<file path="src/rtl/aes_pkg.sv">
// ---------------------------------------------------------------------------
// aes_pkg
// Shared types and constants for the AES-128 round sequencer.
//   aes_sched_state_t : sequencer FSM states
//   aes_sched_strb_t  : registered output strobes, one bit per datapath step
//   aes_sched_decode  : state -> strobe decode. The FSM applies it to the
//                       next state, so strobes are registered and line up
//                       with the state register.
// ---------------------------------------------------------------------------
package aes_pkg;

  localparam int AES_NO_ROUNDS = 10;
  localparam int AES_NO_ROWS   = 4;
  localparam int AES_NO_COLS   = 4;
  localparam int AES_ROUND_W   = 4;
  localparam int AES_TMR_W     = 8;

  typedef enum logic [2:0] {
    ST_IDLE  = 3'd0,
    ST_KEY   = 3'd1,
    ST_ADD   = 3'd2,
    ST_SUB   = 3'd3,
    ST_SHIFT = 3'd4,
    ST_MIX   = 3'd5,
    ST_DONE  = 3'd6
  } aes_sched_state_t;

  typedef struct packed {
    logic key_req;
    logic sbox_en;
    logic shift_rows;
    logic mix_col;
    logic add_key;
    logic busy;
    logic cipher_rdy;
  } aes_sched_strb_t;

  function automatic aes_sched_strb_t aes_sched_decode(input aes_sched_state_t st);
    aes_sched_strb_t s;
    s      = '0;
    s.busy = (st != ST_IDLE);
    case (st)
      ST_KEY:   s.key_req    = 1'b1;
      ST_ADD:   s.add_key    = 1'b1;
      ST_SUB:   s.sbox_en    = 1'b1;
      ST_SHIFT: s.shift_rows = 1'b1;
      ST_MIX:   s.mix_col    = 1'b1;
      ST_DONE:  s.cipher_rdy = 1'b1;
      default:  s            = '0;
    endcase
    return s;
  endfunction

endpackage

</file>
<file path="src/rtl/aes_sched_timer.sv">
// ---------------------------------------------------------------------------
// aes_sched_timer
// Loadable, clearable down-counter that bounds how long the sequencer waits
// for a round key.
//   clk_i      : clock, rising edge
//   rst_i      : asynchronous active-high reset (count -> 0)
//   clr_i      : synchronous clear (highest priority)
//   load_i     : load load_val_i
//   load_val_i : reload value
//   dec_i      : decrement by one, saturating at zero
//   expire_o   : count is zero
// ---------------------------------------------------------------------------
module aes_sched_timer #(
  parameter int CNT_W = 8
) (
  input  logic             clk_i,
  input  logic             rst_i,
  input  logic             clr_i,
  input  logic             load_i,
  input  logic [CNT_W-1:0] load_val_i,
  input  logic             dec_i,
  output logic             expire_o
);

  logic [CNT_W-1:0] cnt_q;
  logic [CNT_W-1:0] cnt_d;

  always_comb begin
    cnt_d = cnt_q;
    if (clr_i) begin
      cnt_d = '0;
    end else if (load_i) begin
      cnt_d = load_val_i;
    end else if (dec_i && (cnt_q != '0)) begin
      cnt_d = cnt_q - CNT_W'(1);
    end
  end

  always_ff @(posedge clk_i or posedge rst_i) begin
    if (rst_i) begin
      cnt_q <= '0;
    end else begin
      cnt_q <= cnt_d;
    end
  end

  assign expire_o = (cnt_q == '0);

endmodule

</file>
<file path="src/rtl/aes_round_sched.sv">
// ---------------------------------------------------------------------------
// aes_round_sched
// Round sequencer for the AES-128 encryption core: initial AddRoundKey,
// rounds 1..NO_ROUNDS-1 (Sub/Shift/Mix/AddKey), final round without
// MixColumns. Handshakes with the key expansion unit (req/vld) and the sbox
// (enable/done). All outputs come from registers.
//   aes_clk           : clock, rising edge
//   reset             : asynchronous active-high reset
//   aes_core_en       : core enable; low aborts to IDLE at the next edge
//   start_i           : start encryption, sampled only in IDLE
//   key_vld_i         : round key for round_num_o is valid (KEY only)
//   key_req_o         : round key request
//   sbox_done_i       : sbox result valid (SUB only)
//   sbox_en_o         : sbox enable, held until sbox_done_i
//   shift_rows_en_o   : ShiftRows strobe
//   mix_col_en_o      : MixColumns strobe
//   add_key_en_o      : AddRoundKey strobe
//   round_num_o       : current round 0..NO_ROUNDS
//   busy_o            : high outside IDLE
//   cipher_text_rdy_o : one-cycle pulse, cipher state final
//   key_err_o         : one-cycle pulse on key timeout
// ---------------------------------------------------------------------------
module aes_round_sched
  import aes_pkg::*;
#(
  parameter int NO_ROUNDS   = AES_NO_ROUNDS,
  parameter int KEY_TIMEOUT = 255
) (
  input  logic                   aes_clk,
  input  logic                   reset,
  input  logic                   aes_core_en,
  input  logic                   start_i,
  input  logic                   key_vld_i,
  output logic                   key_req_o,
  input  logic                   sbox_done_i,
  output logic                   sbox_en_o,
  output logic                   shift_rows_en_o,
  output logic                   mix_col_en_o,
  output logic                   add_key_en_o,
  output logic [AES_ROUND_W-1:0] round_num_o,
  output logic                   busy_o,
  output logic                   cipher_text_rdy_o,
  output logic                   key_err_o
);

  localparam logic [AES_ROUND_W-1:0] LAST_ROUND = AES_ROUND_W'(NO_ROUNDS);
  // Timer expires when it reaches zero, so loading KEY_TIMEOUT-1 gives
  // exactly KEY_TIMEOUT waiting cycles in KEY.
  localparam logic [AES_TMR_W-1:0]   TMO_LOAD   = AES_TMR_W'(KEY_TIMEOUT - 1);

  aes_sched_state_t       state_q, state_d;
  logic [AES_ROUND_W-1:0] round_q, round_d;
  aes_sched_strb_t        strb_q, strb_d;
  logic                   key_err_q, key_err_d;

  logic tmr_clr;
  logic tmr_load;
  logic tmr_dec;
  logic tmr_expire;

  aes_sched_timer #(
    .CNT_W (AES_TMR_W)
  ) u_timer (
    .clk_i      (aes_clk),
    .rst_i      (reset),
    .clr_i      (tmr_clr),
    .load_i     (tmr_load),
    .load_val_i (TMO_LOAD),
    .dec_i      (tmr_dec),
    .expire_o   (tmr_expire)
  );

  always_comb begin
    state_d   = state_q;
    round_d   = round_q;
    key_err_d = 1'b0;
    tmr_clr   = 1'b0;
    tmr_load  = 1'b0;
    tmr_dec   = 1'b0;

    if (!aes_core_en) begin
      // Abort takes priority over every in-flight step, including a
      // pending timeout, so no error or ready pulse follows it.
      state_d = ST_IDLE;
      round_d = '0;
      tmr_clr = 1'b1;
    end else begin
      case (state_q)
        ST_IDLE: begin
          if (start_i) begin
            state_d  = ST_KEY;
            round_d  = '0;
            tmr_load = 1'b1;
          end
        end

        ST_KEY: begin
          // A key arriving in the expiry cycle is still accepted.
          if (key_vld_i) begin
            state_d = ST_ADD;
          end else if (tmr_expire) begin
            state_d   = ST_IDLE;
            round_d   = '0;
            key_err_d = 1'b1;
            tmr_clr   = 1'b1;
          end else begin
            tmr_dec = 1'b1;
          end
        end

        ST_ADD: begin
          if (round_q < LAST_ROUND) begin
            round_d = round_q + AES_ROUND_W'(1);
            state_d = ST_SUB;
          end else begin
            state_d = ST_DONE;
          end
        end

        ST_SUB: begin
          if (sbox_done_i) begin
            state_d = ST_SHIFT;
          end
        end

        ST_SHIFT: begin
          // The final round skips MixColumns and goes straight for its key.
          if (round_q < LAST_ROUND) begin
            state_d = ST_MIX;
          end else begin
            state_d  = ST_KEY;
            tmr_load = 1'b1;
          end
        end

        ST_MIX: begin
          state_d  = ST_KEY;
          tmr_load = 1'b1;
        end

        ST_DONE: begin
          // Round stays at NO_ROUNDS until the next start.
          state_d = ST_IDLE;
        end

        default: begin
          state_d = ST_IDLE;
          round_d = '0;
        end
      endcase
    end
  end

  assign strb_d = aes_sched_decode(state_d);

  always_ff @(posedge aes_clk or posedge reset) begin
    if (reset) begin
      state_q   <= ST_IDLE;
      round_q   <= '0;
      strb_q    <= '0;
      key_err_q <= 1'b0;
    end else begin
      state_q   <= state_d;
      round_q   <= round_d;
      strb_q    <= strb_d;
      key_err_q <= key_err_d;
    end
  end

  assign key_req_o         = strb_q.key_req;
  assign sbox_en_o         = strb_q.sbox_en;
  assign shift_rows_en_o   = strb_q.shift_rows;
  assign mix_col_en_o      = strb_q.mix_col;
  assign add_key_en_o      = strb_q.add_key;
  assign busy_o            = strb_q.busy;
  assign cipher_text_rdy_o = strb_q.cipher_rdy;
  assign key_err_o         = key_err_q;
  assign round_num_o       = round_q;

endmodule

</file>
<file path="config.mk">
export PLATFORM = sky130hd
export DESIGN_NAME = aes_round_sched
export DESIGN_NICKNAME = d
export VERILOG_FILES = /design/src/rtl/aes_pkg.sv /design/src/rtl/aes_sched_timer.sv /design/src/rtl/aes_round_sched.sv
export SDC_FILE = /design/constraint.sdc
export NUM_CORES = 1
export LEC_CHECK = 0
export CORE_MARGIN = 1
export CORE_UTILIZATION = 56
export CTS_BUF_LIST = sky130_fd_sc_hd__clkbuf_4 sky130_fd_sc_hd__clkbuf_8
export DETAILED_ROUTE_END_ITERATION = 12
export GPL_TIMING_DRIVEN = 0
export PLACE_DENSITY = 0.81
export SYNTH_ARGS = -nofsm -noshare
export SYNTH_HDL_FRONTEND = slang
export SYNTH_SLANG_ARGS = --single-unit
</file>
<file path="constraint.sdc">
create_clock -name aes_clk -period 2.3 [get_ports aes_clk]
set_clock_uncertainty 0.1 [all_clocks]
set_input_delay 0.345 -clock aes_clk [delete_from_list [all_inputs] [get_ports aes_clk]]
set_output_delay 0.345 -clock aes_clk [all_outputs]
set_load 0.005 [all_outputs]
</file>
# Yosys cells after proc, flatten, opt, wreduce, memory -nomap -nowiden
# Index checks and enable logic that the tools add are counted.
word_totals:
  regBits: 23
  inputBits: 6
  out_inout_bits: 12
  elab_cells: 77
op_classes:
  add_sub_neg: 2
  n_lt_le_gt_ge: 1
  eq_ne: 17
  n_mux: 37
  reduce_logical: 9
op_table:
  columns: ["operator", "n"]
  rows:
  - ["8-bit two-way mux", 3]
  - ["3-bit two-way mux", 7]
  - ["4-bit two-way mux", 5]
  - ["1-bit two-way mux", 19]
  - ["3-bit == test, second input constant", 6]
  - ["3-bit one-hot mux with 6 select lines", 1]
  - ["4-bit one-hot mux with 4 select lines", 1]
  - ["3-bit by 2-bit == test with 1-bit output, second input constant", 4]
  - ["3-bit inequality test, second input constant", 4]
  - ["8-bit logical NOT", 1]
  - ["8-bit nonzero test", 1]
  - ["8-bit by 1-bit subtractor with 8-bit output, second input constant", 1]
  - ["3-bit by 1-bit == test with 1-bit output, second input constant", 2]
  - ["3-bit nonzero test", 2]
  - ["6-bit OR reduction", 1]
  - ["5-bit AND reduction", 1]
  - ["4-bit by 1-bit adder with 4-bit output, second input constant", 1]
  - ["4-bit < comparator, second input constant", 1]
  - ["4-bit OR reduction", 1]
  - ["3-bit logical NOT", 1]
  - ["1-bit one-hot mux with 3 select lines", 1]
  - ["2-bit inequality test, second input constant", 1]
  - ["1-bit logical AND", 1]

# Logic depth before layout (Yosys ltp)
# Gate-level depths: netlist of run 1.
logic_depth:
  word_depth: 9
  depth_mapped: 7
  mapped_depth_nobuf: 6

# By module
# A second synthesis of run 1 with hierarchy kept.
hier_totals:
  hier_cells: 149
  area_unflattened_um2: 1418.9
modules_own_cells:
  columns: ["mod", "n_inst", "cells_each", "area_per_inst_um2", "seq_area_each_um2"]
  rows:
  - ["aes_round_sched", 1, 88, 855.8, 375.4]
  - ["aes_sched_timer", 1, 61, 563.0, 200.2]

# Worst setup path before layout of run 1
# Ideal clock, no wire load.
synth_path:
  path_kind: "register to register"
  start: "register u_timer.cnt_q[0]"
  end: "register u_timer.cnt_q[2]"
  setup_time_ns: 0.124
  arrival_time_ns: 1.738
  t_required_ns: 2.076
  path_slack_ns: 0.338
  path_stages_with_launch: 8
  path_buffers: 1
  period_less_slack_ns: 1.962
  cell_sequence: "dfrtp_1 inv_1 ha_1 or4b_1 o31ai_2 buf_4 o32ai_1 o2bb2ai_1"
synth_between:
  elab_chain_len: 7
  word_cells_on_any_way: 16
  cone_classes: "1 x add/sub; 11 x mux; 4 x reduce/logical"
synth_rtl:
  columns: ["item", "line", "rtl"]
  rows:
  - ["from (decl)", "aes_sched_timer.sv:25", "logic [CNT_W-1:0] cnt_q;"]
  - ["from (signal assigned)", "aes_sched_timer.sv:43", "cnt_q <= cnt_d;"]
  - ["parallel branches: the longest is 7 deep, another holds 8-bit by 1-bit subtractor with 8-bit output", null, null]
# Several ways; the timed one is not identified. The select of a mux whose other input is x is not followed.
# A chain may end at the register's enable or synchronous reset.

# Worst setup path in the final report of run 1
layout_path:
  start: "register u_timer.cnt_q[0]"
  end: "register u_timer.cnt_q[3]"
# The elaborated chain is that of the path after synthesis.

==> summary.md, run 1 <==
| Metric | Value |
|---|---|
| Status | `completed` |
| Via count of the first global-routing pass | `1,145` |
| Clock slew at reported path FFs | `110 ps` |
| Average wire per cell in the routed design | `15.4 um` |
| Cell Area, Synth | `0.00135 sq mm` |
| First-pass GRT wire length | `5220 um` |
| Total core area | `0.00223 sq mm` |
| Worst reg2reg setup slack | `190 ps` |
| Area Overhead vs Synth | `18.4%` |
| Critical Path Source | `u_timer.cnt_q[0]` |
| Max-cap viol count | `0` |
| # nets final | `around 170` |
| Avg Cell Area, Syn | `9.44 sq um` |
| Non-Filler Instances | `192` |
| Largest register FFs | `8` |
| CP delay by family, top | `simple AND/OR/NAND/NOR gates` |
| Pre-CTS WS | `-126 ps` |
| P_leak | `0.649 nW` |
| Setup ws final | `195 ps` |
| DR vias | `1,241` |
| Worst hold path type | `in2async` |
| # diodes | `0` |
| Worst slew margin | `between 40% and 50%` |
| Max VDD drop | `0.000664 V` |
| Synth area leader | `dfrtp_1` |
| Critical Path Fanout Max | `10` |
| Starting Density | `60.4%` |
| Yosys reg bits | `23` |
| Register area share after synthesis | `42.6%` |
| PwrDens | `692 mW/mm^2` |
| Largest register by flop count | `u_timer.cnt_q` |
| Unrepaired setup endpoints after global routing | `false` |
| Worst EP arrival | `2200 ps` |
| Setup violators final | `0` |
| Critical path required time | `2390 ps` |
| Final hold slack | `392 ps` |
| Min Tclk post-route | `2110 ps` |
| Slowest CP cell | `or4b_4` |
| H-tree depth | `1` |
| Fillers | `174` |
| Total CTS buffers | `3` |
| Gr usage total | `26.9%` |
| Final hold vios | `0` |
| Synth warn | `0` |
| Die height | `between 50 and 60 um` |
| Layout cells sized above 1 | `8.54%` |
| Area contributors post-synth | `dfrtp_1, nand2_1, a21oi_1, ha_1, inv_1` |
| WP buf/inv | `2` |
| Setup crit end | `u_timer.cnt_q[3]` |
| CTS Hold Bufs | `0` |
| Post-CTS sizing | `0` |
| DRC | `0` |
| Kind of critical path | `reg2reg` |
| Remaining Overflow, GRT | `0` |
| CP max stage delay | `510 ps` |
| Top Ports | `18` |
| Cells after Synth | `143` |
| Antenna violations before repair | `0` |
| Initial detailed-routing violation count | `39` |
| CTS sink cnt | `23` |
| Placer Congestion | `0.960` |
| TritonRoute pass-1 iters | `4` |
| Inst Count DP | `188` |
| Actual slew at the worst max-slew pin | `845 ps` |
| CP Cell Sequence | `inv_1 > ha_1 > or4b_4 > o31ai_4 > buf_4 > o32ai_1 > o2bb2ai_1` |
| Fmax | `0.475 GHz` |
| Antenna Nets Post-Route | `0` |
| CTS tree | `yes` |
| Die W | `51.1 um` |
| Top cell type's share of synthesized area | `a little over two fifths` |
| WL final | `2960 um` |
| CP Capture Type | `register` |
| Clock latency at the later pin of the worst-skew pair | `310 ps` |
| Synthesized net count | `152` |
| Final clock period utilization by the worst path | `91.5%` |
| Reg2Reg Depth | `7` |
| CTS root buf | `clkbuf_4` |
| Die area | `roughly 0.0026 sq mm` |
| Total power | `1.11 mW` |
| Post-CTS setup repair buffer count | `0` |
| Critical Path Stages | `7` |
| Port bufs | `17` |
| Reg2reg end | `u_timer.cnt_q[3]` |
| Pin count of the biggest net entering global routing | `24` |
| DP HPWL | `2200 um` |
| Critical Path Start Type | `register` |
| Synth unique cells | `45` |
| Worst R2R Start | `u_timer.cnt_q[0]` |
| Max-slew violations | `0` |
| CTS max path bufs | `2` |
| Num rows | `17` |
| Vias per inst | `about 6.5` |
cell type report:
class	count	area [sq um]	area share (%)
plain buffers	9	38.8	2.43
clock buffers	4	30.0	1.88
inverters	10	37.5	2.35
multi-input cells	101	711	44.5
flip-flops and latches	23	576	36.0
well taps	28	35.0	2.19
repair buffers	17	170	10.6
synthesized netlist by cell type (all sizes together):
| master | number |
|---|---|
| a2111oi | 1 |
| a21oi | 8 |
| a2bb2oi | 1 |
| a31o | 1 |
| a31oi | 1 |
| a32oi | 4 |
| and2 | 1 |
| and3 | 4 |
| and4 | 1 |
| buf | 2 |
| clkbuf | 7 |
| dfrtp | 23 |
| ha | 3 |
| inv | 10 |
| mux2i | 1 |
| nand2 | 12 |
| nand2b | 1 |
| nand3 | 4 |
| nor2 | 8 |
| nor2b | 3 |
| nor3 | 6 |
| nor3b | 2 |
| nor4 | 1 |
| nor4b | 2 |
| o2111ai | 2 |
| o211a | 1 |
| o211ai | 2 |
| o21a | 2 |
| o21ai | 8 |
| o21bai | 1 |
| o221a | 2 |
| o221ai | 1 |
| o2bb2ai | 4 |
| o311a | 1 |
| o31ai | 1 |
| o32ai | 3 |
| or3 | 3 |
| or3b | 1 |
| or4b | 2 |
| xnor2 | 1 |
| xor2 | 1 |
worst min-delay path by stage:
stage,depth (start not counted),slack [ps],start,end
after floorplan,1,250,reset,add_key_en_o
after global placement,1,400,u_timer.cnt_q[7],u_timer.cnt_q[7]
after detailed placement,1,400,u_timer.cnt_q[7],u_timer.cnt_q[7]
after CTS,2,420,reset,u_timer.cnt_q[0]
after global routing,1,450,u_timer.cnt_q[7],u_timer.cnt_q[7]
final,2,390,reset,u_timer.cnt_q[0]
layer usage:
metal  global-route usage (%)  vias to the layer above  wire [um]
li1                         -                      579          -
met1                     38.2                      592       1340
met2                     40.1                       61       1370
met3                     6.55                        9        189
met4                     8.33                        0         57
met5                        0                        -          0
kinds of logic after synthesis:
kind of cell | Yosys count | share of synthesized area, %
simple gates | 51 | 21.2
fa+ha+maj | 3 | 2.78
xor+xnor | 2 | 1.30
flops | 23 | 42.6
mux | 1 | 0.741
compound gates | 44 | 25.7
buf+inv | 19 | 5.65
cells in the final DEF, fill, tap and decap left out, types with 4 or more instances in the layout:
cell type	Yosys	layout
o21ai_0	4	4
a32oi_1	4	4
dfrtp_1	23	23
nor2_1	8	8
and3_1	4	4
clkbuf_4	0	4
clkbuf_1	7	7
o21ai_1	4	4
o2bb2ai_1	4	4
clkdlybuf4s50_1	0	17
inv_1	10	10
a21oi_1	8	8
nand2_1	12	12
nor3_1	6	6
nand3_1	4	4
metrics by stage:
step / utilization (%) / setup TNS, ps / cell area, sq um
global route: 71.5 / 0 / 1600
floorplan: - / 0 / 1350
detailed placement: 69.6 / -242 / 1560
global placement: 69.6 / -191 / 1560
CTS: 71.0 / 0 / 1590
finish: 71.5 / 0 / 1600
power by group:
part,internal (mW),switching (mW)
combinational,0.174,0.229
sequential,0.457,0.0571
clock,0.0795,0.110
Note: power is estimated with default switching activity, not from simulation.
==> inputs of run 2 (changes only) <==
--- a/config.mk
+++ b/config.mk
@@ -5,6 +5,7 @@
 export SDC_FILE = /design/constraint.sdc
 export NUM_CORES = 1
 export LEC_CHECK = 0
+export ABC_AREA = 1
 export CORE_MARGIN = 1
 export CORE_UTILIZATION = 56
 export CTS_BUF_LIST = sky130_fd_sc_hd__clkbuf_4 sky130_fd_sc_hd__clkbuf_8
==> run 2 against run 1 <==
Clock-buffer cell count unchanged. Sequential share of layout area down 0.39 points. Cell count is 22% higher. Critical path type is now reg2out. Critical endpoint is now round_num_o[2]. Largest power group unchanged. Highest routed layer unchanged.
==> summary.md, run 2 <==
| Metric | Value |
|---|---|
| Highest routing layer actually used | `met4` |
| Worst reg2reg setup slack | `650 ps` |
| Most common cell after layout, fill and taps aside | `nand2_1` |
| # nets final | `216` |
| Gr usage total | `a little under a quarter` |
| P_leak | `0.869 nW` |
| H-tree depth | `1` |
| CP Cell Sequence | `clkdlybuf4s50_1` |
| Antenna violations before repair | `0` |
| Initial detailed-routing violation count | `30` |
| Avg Cell Area, Syn | `7.46 sq um` |
| DR WL met3 | `100 um` |
| Critical Path Fanout Max | `6` |
| Average wire per cell in the routed design | `12.0 um` |
| Critical Path Start Type | `register` |
| Remaining Overflow, GRT | `0` |
| Most frequent cells in the layout | `nand2_1, dfrtp_1, nor2_1, nand3_1, inv_1` |
| Largest register FFs | `8` |
| Via count of the first global-routing pass | `1,132` |
| Slowest CP cell | `clkdlybuf4s50_1` |
| Clock latency at the later pin of the worst-skew pair | `310 ps` |
| DR vias | `1,260` |
| CTS max path bufs | `2` |
| Total CTS buffers | `3` |
| Min Tclk post-route | `1760 ps` |
| Comb pwr share | `between 40% and 50%` |
| Final clock period utilization by the worst path | `76.7%` |
| DP HPWL | `2170 um` |
| Setup TNS | `0 ps` |
| Cells after Synth | `between 150 and 200` |
| Ys async rst share | `100%` |
| Worst R2R Start | `u_timer.cnt_q[0]` |
| Starting Density | `60.6%` |
| CTS Hold Bufs | `0` |
| First-pass GRT wire length | `approximately 4700 um` |
| WL final | `roughly 2800 um` |
| # diodes | `0` |
| Max-slew violations | `0` |
| Fmax | `0.567 GHz` |
| Placer Congestion | `0.844` |
| TritonRoute pass-1 iters | `4` |
| DRC | `0` |
| Post-synth top flop | `dfrtp_1` |
| Max VDD drop | `0.000455 V` |
| Sequential Power Share | `about 43%` |
| Synth unique cells | `22` |
| Die area | `0.00267 sq mm` |
| Fillers | `176` |
| Max-cap viol count | `0` |
| Reg2reg end | `round_num_o[1]` |
| Clock slew at reported path FFs | `about 120 ps` |
| CP max stage delay | `540 ps` |
| Yosys reg bits | `23` |
| EDFF count, synth | `0` |
| PwrDens | `808 mW/mm^2` |
| CTS tree | `yes` |
| Switching Share | `41.2%` |
| Post-CTS setup repair buffer count | `0` |
| Internal power | `0.767 mW` |
| Pin count of the biggest net entering global routing | `24` |
| Cell Area, Synth | `0.00138 sq mm` |
| Antenna Nets Post-Route | `0` |
| Vias per inst | `approximately 5.4` |
| Final hold vios | `0` |
| Register area share after synthesis | `41.7%` |
| Unrepaired setup endpoints after global routing | `false` |
| Layout cells sized above 1 | `16.0%` |
| CTS sink cnt | `23` |
| CP Capture Type | `primary output` |
| Total core area | `0.00228 sq mm` |
| Synth area leader | `dfrtp_1` |
| Worst EP arrival | `1320 ps` |
| Cell with the most instances after synthesis | `nand2_1` |
| Worst slew margin | `between 40 and 50%` |
| Final hold slack | `just over 400 ps` |
| Critical path required time | `1860 ps` |
| CTS root buf | `clkbuf_4` |
| Clock Power Share | `~15%` |
| Setup violators final | `0` |
| Port bufs | `17` |
| Synth cell count leaders | `nand2_1, dfrtp_1, nand3_1, nor2_1, inv_1` |
| Die height | `51.6 um` |
| Synthesized net count | `around 190` |
| Actual slew at the worst max-slew pin | `about 870 ps` |
| Status | `completed` |
| Area Overhead vs Synth | `17.0%` |
| CP delay by family, top | `buffers and inverters` |
| DRT met1 WL | `1230 um` |
| Top cell type's share of synthesized area | `41.7%` |
| Post-CTS sizing | `0` |
| Worst hold path type | `in2async` |
| Area contributors post-synth | `dfrtp_1, nand2_1, nand3_1, nand2_2, nor2_1` |
| Largest register by flop count | `u_timer.cnt_q` |
| DR WL met2 | `1400 um` |
| WP buf/inv | `1` |
| Num rows | `17` |
| Top Ports | `18` |
| Synth warn | `0` |
| Kind of critical path | `reg2out` |
| Die W | `roughly 52 um` |
| Reg2Reg Depth | `9` |
| NetSw | `0.539 mW` |
==> run 2: how the worst max path moves through the flow <==
| stage | startpoint | end | cells past startpoint | slack [ps] |
|---|---|---|---|---|
| 6_report | round_num_o[2] | round_num_o[2] | 1 | 540 |
| 5_1_grt | round_num_o[2] | round_num_o[2] | 1 | 490 |
| 4_1_cts | round_num_o[2] | round_num_o[2] | 1 | 540 |
| 3_5_place_dp | aes_core_en | u_timer.cnt_q[0] | 5 | 420 |
| 3_3_place_gp | aes_core_en | u_timer.cnt_q[0] | 5 | 460 |
| 2_1_floorplan | u_timer.cnt_q[0] | round_num_o[0] | 9 | 870 |
==> run 2: logic make-up (layout without fill, tap and decap cells) <==
kind of cell | count (synthesis) | count (layout) | share of synthesized area, %
buffers and inverters | 29 | 50 | 8.25
adder cells (fa/ha/maj) | 3 | 3 | 2.72
XOR/XNOR | 4 | 4 | 2.54
AO/OA/AOI/OAI | 4 | 4 | 1.90
flip-flops | 23 | 23 | 41.7
AND/OR/NAND/NOR | 122 | 122 | 42.9
==> run 2: power groups by stage <==
stage	registers [mW]	logic [mW]	clock network, mW
floorplan	0.550	0.439	0
global placement	0.565	0.525	0
detailed placement	0.570	0.545	0
CTS	0.562	0.547	0.200
global route	0.570	0.619	0.213
finish	0.563	0.547	0.196
==> run 2: per-stage QoR <==
step	cells	instance area, sq um	util [%]	power, mW	setup slack, ps
3_5_place_dp	230	1590	69.7	1.11	417
3_3_place_gp	230	1590	69.7	1.09	459
4_1_cts	234	1620	71.0	1.31	544
5_1_grt	234	1620	71.0	1.40	495
6_report	234	1620	71.0	1.31	536
2_1_floorplan	185	1380	-	0.989	873
==> run 2: cell type report <==
type	count	area, sq um	area share, %
tap	28	35.0	2.17
clock buffer	4	30.0	1.86
sequential	23	576	35.6
multi-input combinational	133	691	42.8
buffer	1	3.75	0.232
inverter	28	110	6.82
timing repair buffer	17	170	10.5
==> run 2: routing by layer <==
layer	up-vias	global-route usage [%]
met1	587	29.6
met2	35	39.8
li1	630	-
met4	0	10.4
met5	-	0
met3	8	3.80
==> inputs of run 3 (changes only) <==
==> constraint.sdc (replaced) <==
create_clock -name aes_clk -period 1.7 [get_ports aes_clk]
set_clock_uncertainty 0.1 [all_clocks]
set_input_delay 0.255 -clock aes_clk [delete_from_list [all_inputs] [get_ports aes_clk]]
set_output_delay 0.255 -clock aes_clk [all_outputs]
set_load 0.005 [all_outputs]
==> run 3 against run 2 <==
Highest routed layer unchanged. First-iteration DRC count rose by 23%. Sequential share of layout area fell by 0.28 points. Clock-buffer cell count did not move. Largest cell class unchanged. Largest power group is now combinational logic.
==> summary.md, run 3 (same netlist as run 2, synthesis figures left out) <==
| Metric | Value |
|---|---|
| Critical Path Start Type | `register` |
| CP max stage delay | `530 ps` |
| Pre-CTS WS | `-92.9 ps` |
| CTS root buf | `clkbuf_4` |
| Worst hold path type | `in2async` |
| Max VDD drop | `0.000616 V` |
| NetSw | `~0.75 mW` |
| Reg2reg end | `u_timer.cnt_q[2]` |
| Final hold slack | `317 ps` |
| Critical Path Fanout Max | `6` |
| Pin count of the biggest net entering global routing | `24` |
| # diodes | `0` |
| Comb pwr share | `42.9%` |
| Slowest CP cell | `clkdlybuf4s50_1` |
| Gr usage total | `23.6%` |
| Min Tclk post-route | `1660 ps` |
| Area Overhead vs Synth | `18.2%` |
| Num rows | `17` |
| Via count of the first global-routing pass | `1,132` |
| CP Capture Type | `primary output` |
| PwrDens | `about 1100 mW/mm^2` |
| DRC | `0` |
| H-tree depth | `1` |
| Max-slew violations | `0` |
| Layout Utilization | `about 72%` |
| DR vias | `about 1,300` |
| Initial detailed-routing violation count | `37` |
| Remaining Overflow, GRT | `0` |
| TritonRoute pass-1 iters | `4` |
| # nets final | `approximately 220` |
| Total core area | `0.00228 sq mm` |
| Most common cell after layout, fill and taps aside | `nand2_1` |
| Die area | `0.00267 sq mm` |
| Placer Congestion | `between 0.8 and 0.9` |
| Status | `completed` |
| WL final | `2830 um` |
| Most frequent cells in the layout | `nand2_1, dfrtp_1, nor2_1, nand3_1, inv_1` |
| CTS Hold Bufs | `0` |
| Layout cells sized above 1 | `between 10% and 20%` |
| Total CTS buffers | `3` |
| Clock slew at reported path FFs | `120 ps` |
| First-pass GRT wire length | `4670 um` |
| Largest register by flop count | `u_timer.cnt_q` |
| Post-CTS setup repair buffer count | `0` |
| CTS sink cnt | `23` |
| Die height | `around 52 um` |
| WP buf/inv | `1` |
| Actual slew at the worst max-slew pin | `873 ps` |
| Clock Power Share | `14.7%` |
| Starting Density | `60.6%` |
| Setup violators final | `0` |
| Largest register FFs | `8` |
| Internal power | `1.05 mW` |
| Worst EP arrival | `1300 ps` |
| Reg2Reg Depth | `7` |
| Vias per inst | `between 5 and 6` |
| Critical path required time | `between 1000 and 1500 ps` |
| Switching Share | `41.7%` |
| Fmax | `0.603 GHz` |
| Top Ports | `18` |
| Die W | `51.6 um` |
| Worst reg2reg setup slack | `100 ps` |
| Final clock period utilization by the worst path | `97.6%` |
| Clock latency at the later pin of the worst-skew pair | `between 300 and 400 ps` |
| Worst slew margin | `41.7%` |
| Antenna Nets Post-Route | `0` |
| Sequential Power Share | `42.4%` |
| Worst R2R Start | `round_num_o[2]` |
| Antenna violations before repair | `0` |
| Unrepaired setup endpoints after global routing | `true` |
| CTS tree | `yes` |
| CP delay by family, top | `buffers and inverters` |
| Kind of critical path | `reg2out` |
| P_leak | `0.869 nW` |
| Average wire per cell in the routed design | `roughly 12 um` |
| DP HPWL | `2170 um` |
| Final hold vios | `0` |
| Post-CTS sizing | `0` |
| CTS max path bufs | `2` |
| Max-cap viol count | `0` |
| Setup ws final | `40.3 ps` |
| CP Cell Sequence | `clkdlybuf4s50_1` |
| Port bufs | `17` |
[run 3: cell counts in the layout (fill, tap and decap cells not counted)]
No cell type changed its count.
[run 3: worst max path at each step]
| stage | from | to | slack, ps | cells past startpoint |
|---|---|---|---|---|
| floorplan | u_timer.cnt_q[0] | round_num_o[0] | 270 | 9 |
| global placement | aes_core_en | u_timer.cnt_q[0] | -50 | 5 |
| detailed placement | aes_core_en | u_timer.cnt_q[0] | -90 | 5 |
| CTS | round_num_o[2] | round_num_o[2] | 30 | 1 |
| global route | u_timer.cnt_q[2] | round_num_o[3] | -20 | 8 |
| finish | round_num_o[1] | round_num_o[1] | 40 | 1 |
[run 3: layout make-up]
class,count,area [sq um]
clock buffer,4,30.0
inverter,28,110
buffer,1,3.75
multi-input combinational,133,706
tap,28,35.0
sequential,23,577
timing repair buffer,17,170
fill,171,644
[run 3: metal layers]
| layer | part of all wire [%] | vias up | routed length, um | global-route usage [%] |
|---|---|---|---|---|
| li1 | - | 631 | - | - |
| met1 | 45 | 598 | 1260 | 29.6 |
| met2 | 51 | 29 | 1430 | 39.8 |
| met3 | 2.6 | 9 | 73 | 3.80 |
| met4 | 2.3 | 0 | 66 | 10.4 |
| met5 | 0 | - | 0 | 0 |
[run 3: power by group through the flow]
| stage | logic [mW] | registers [mW] | clock network, mW |
|---|---|---|---|
| finish | 0.770 | 0.762 | 0.264 |
| global route | 0.872 | 0.772 | 0.288 |
| CTS | 0.740 | 0.761 | 0.271 |
| detailed placement | 0.737 | 0.771 | 0 |
| global placement | 0.710 | 0.764 | 0 |
| floorplan | 0.594 | 0.743 | 0 |
[run 3: metrics by stage]
stage | std cells | total power, mW | setup TNS [ps] | area [sq um]
2_1_floorplan | 185 | 1.34 | 0 | 1380
5_1_grt | 234 | 1.93 | -45.5 | 1630
6_report | 234 | 1.80 | 0 | 1630
3_3_place_gp | 230 | 1.47 | -226 | 1590
4_1_cts | 234 | 1.77 | 0 | 1620
3_5_place_dp | 230 | 1.51 | -561 | 1590
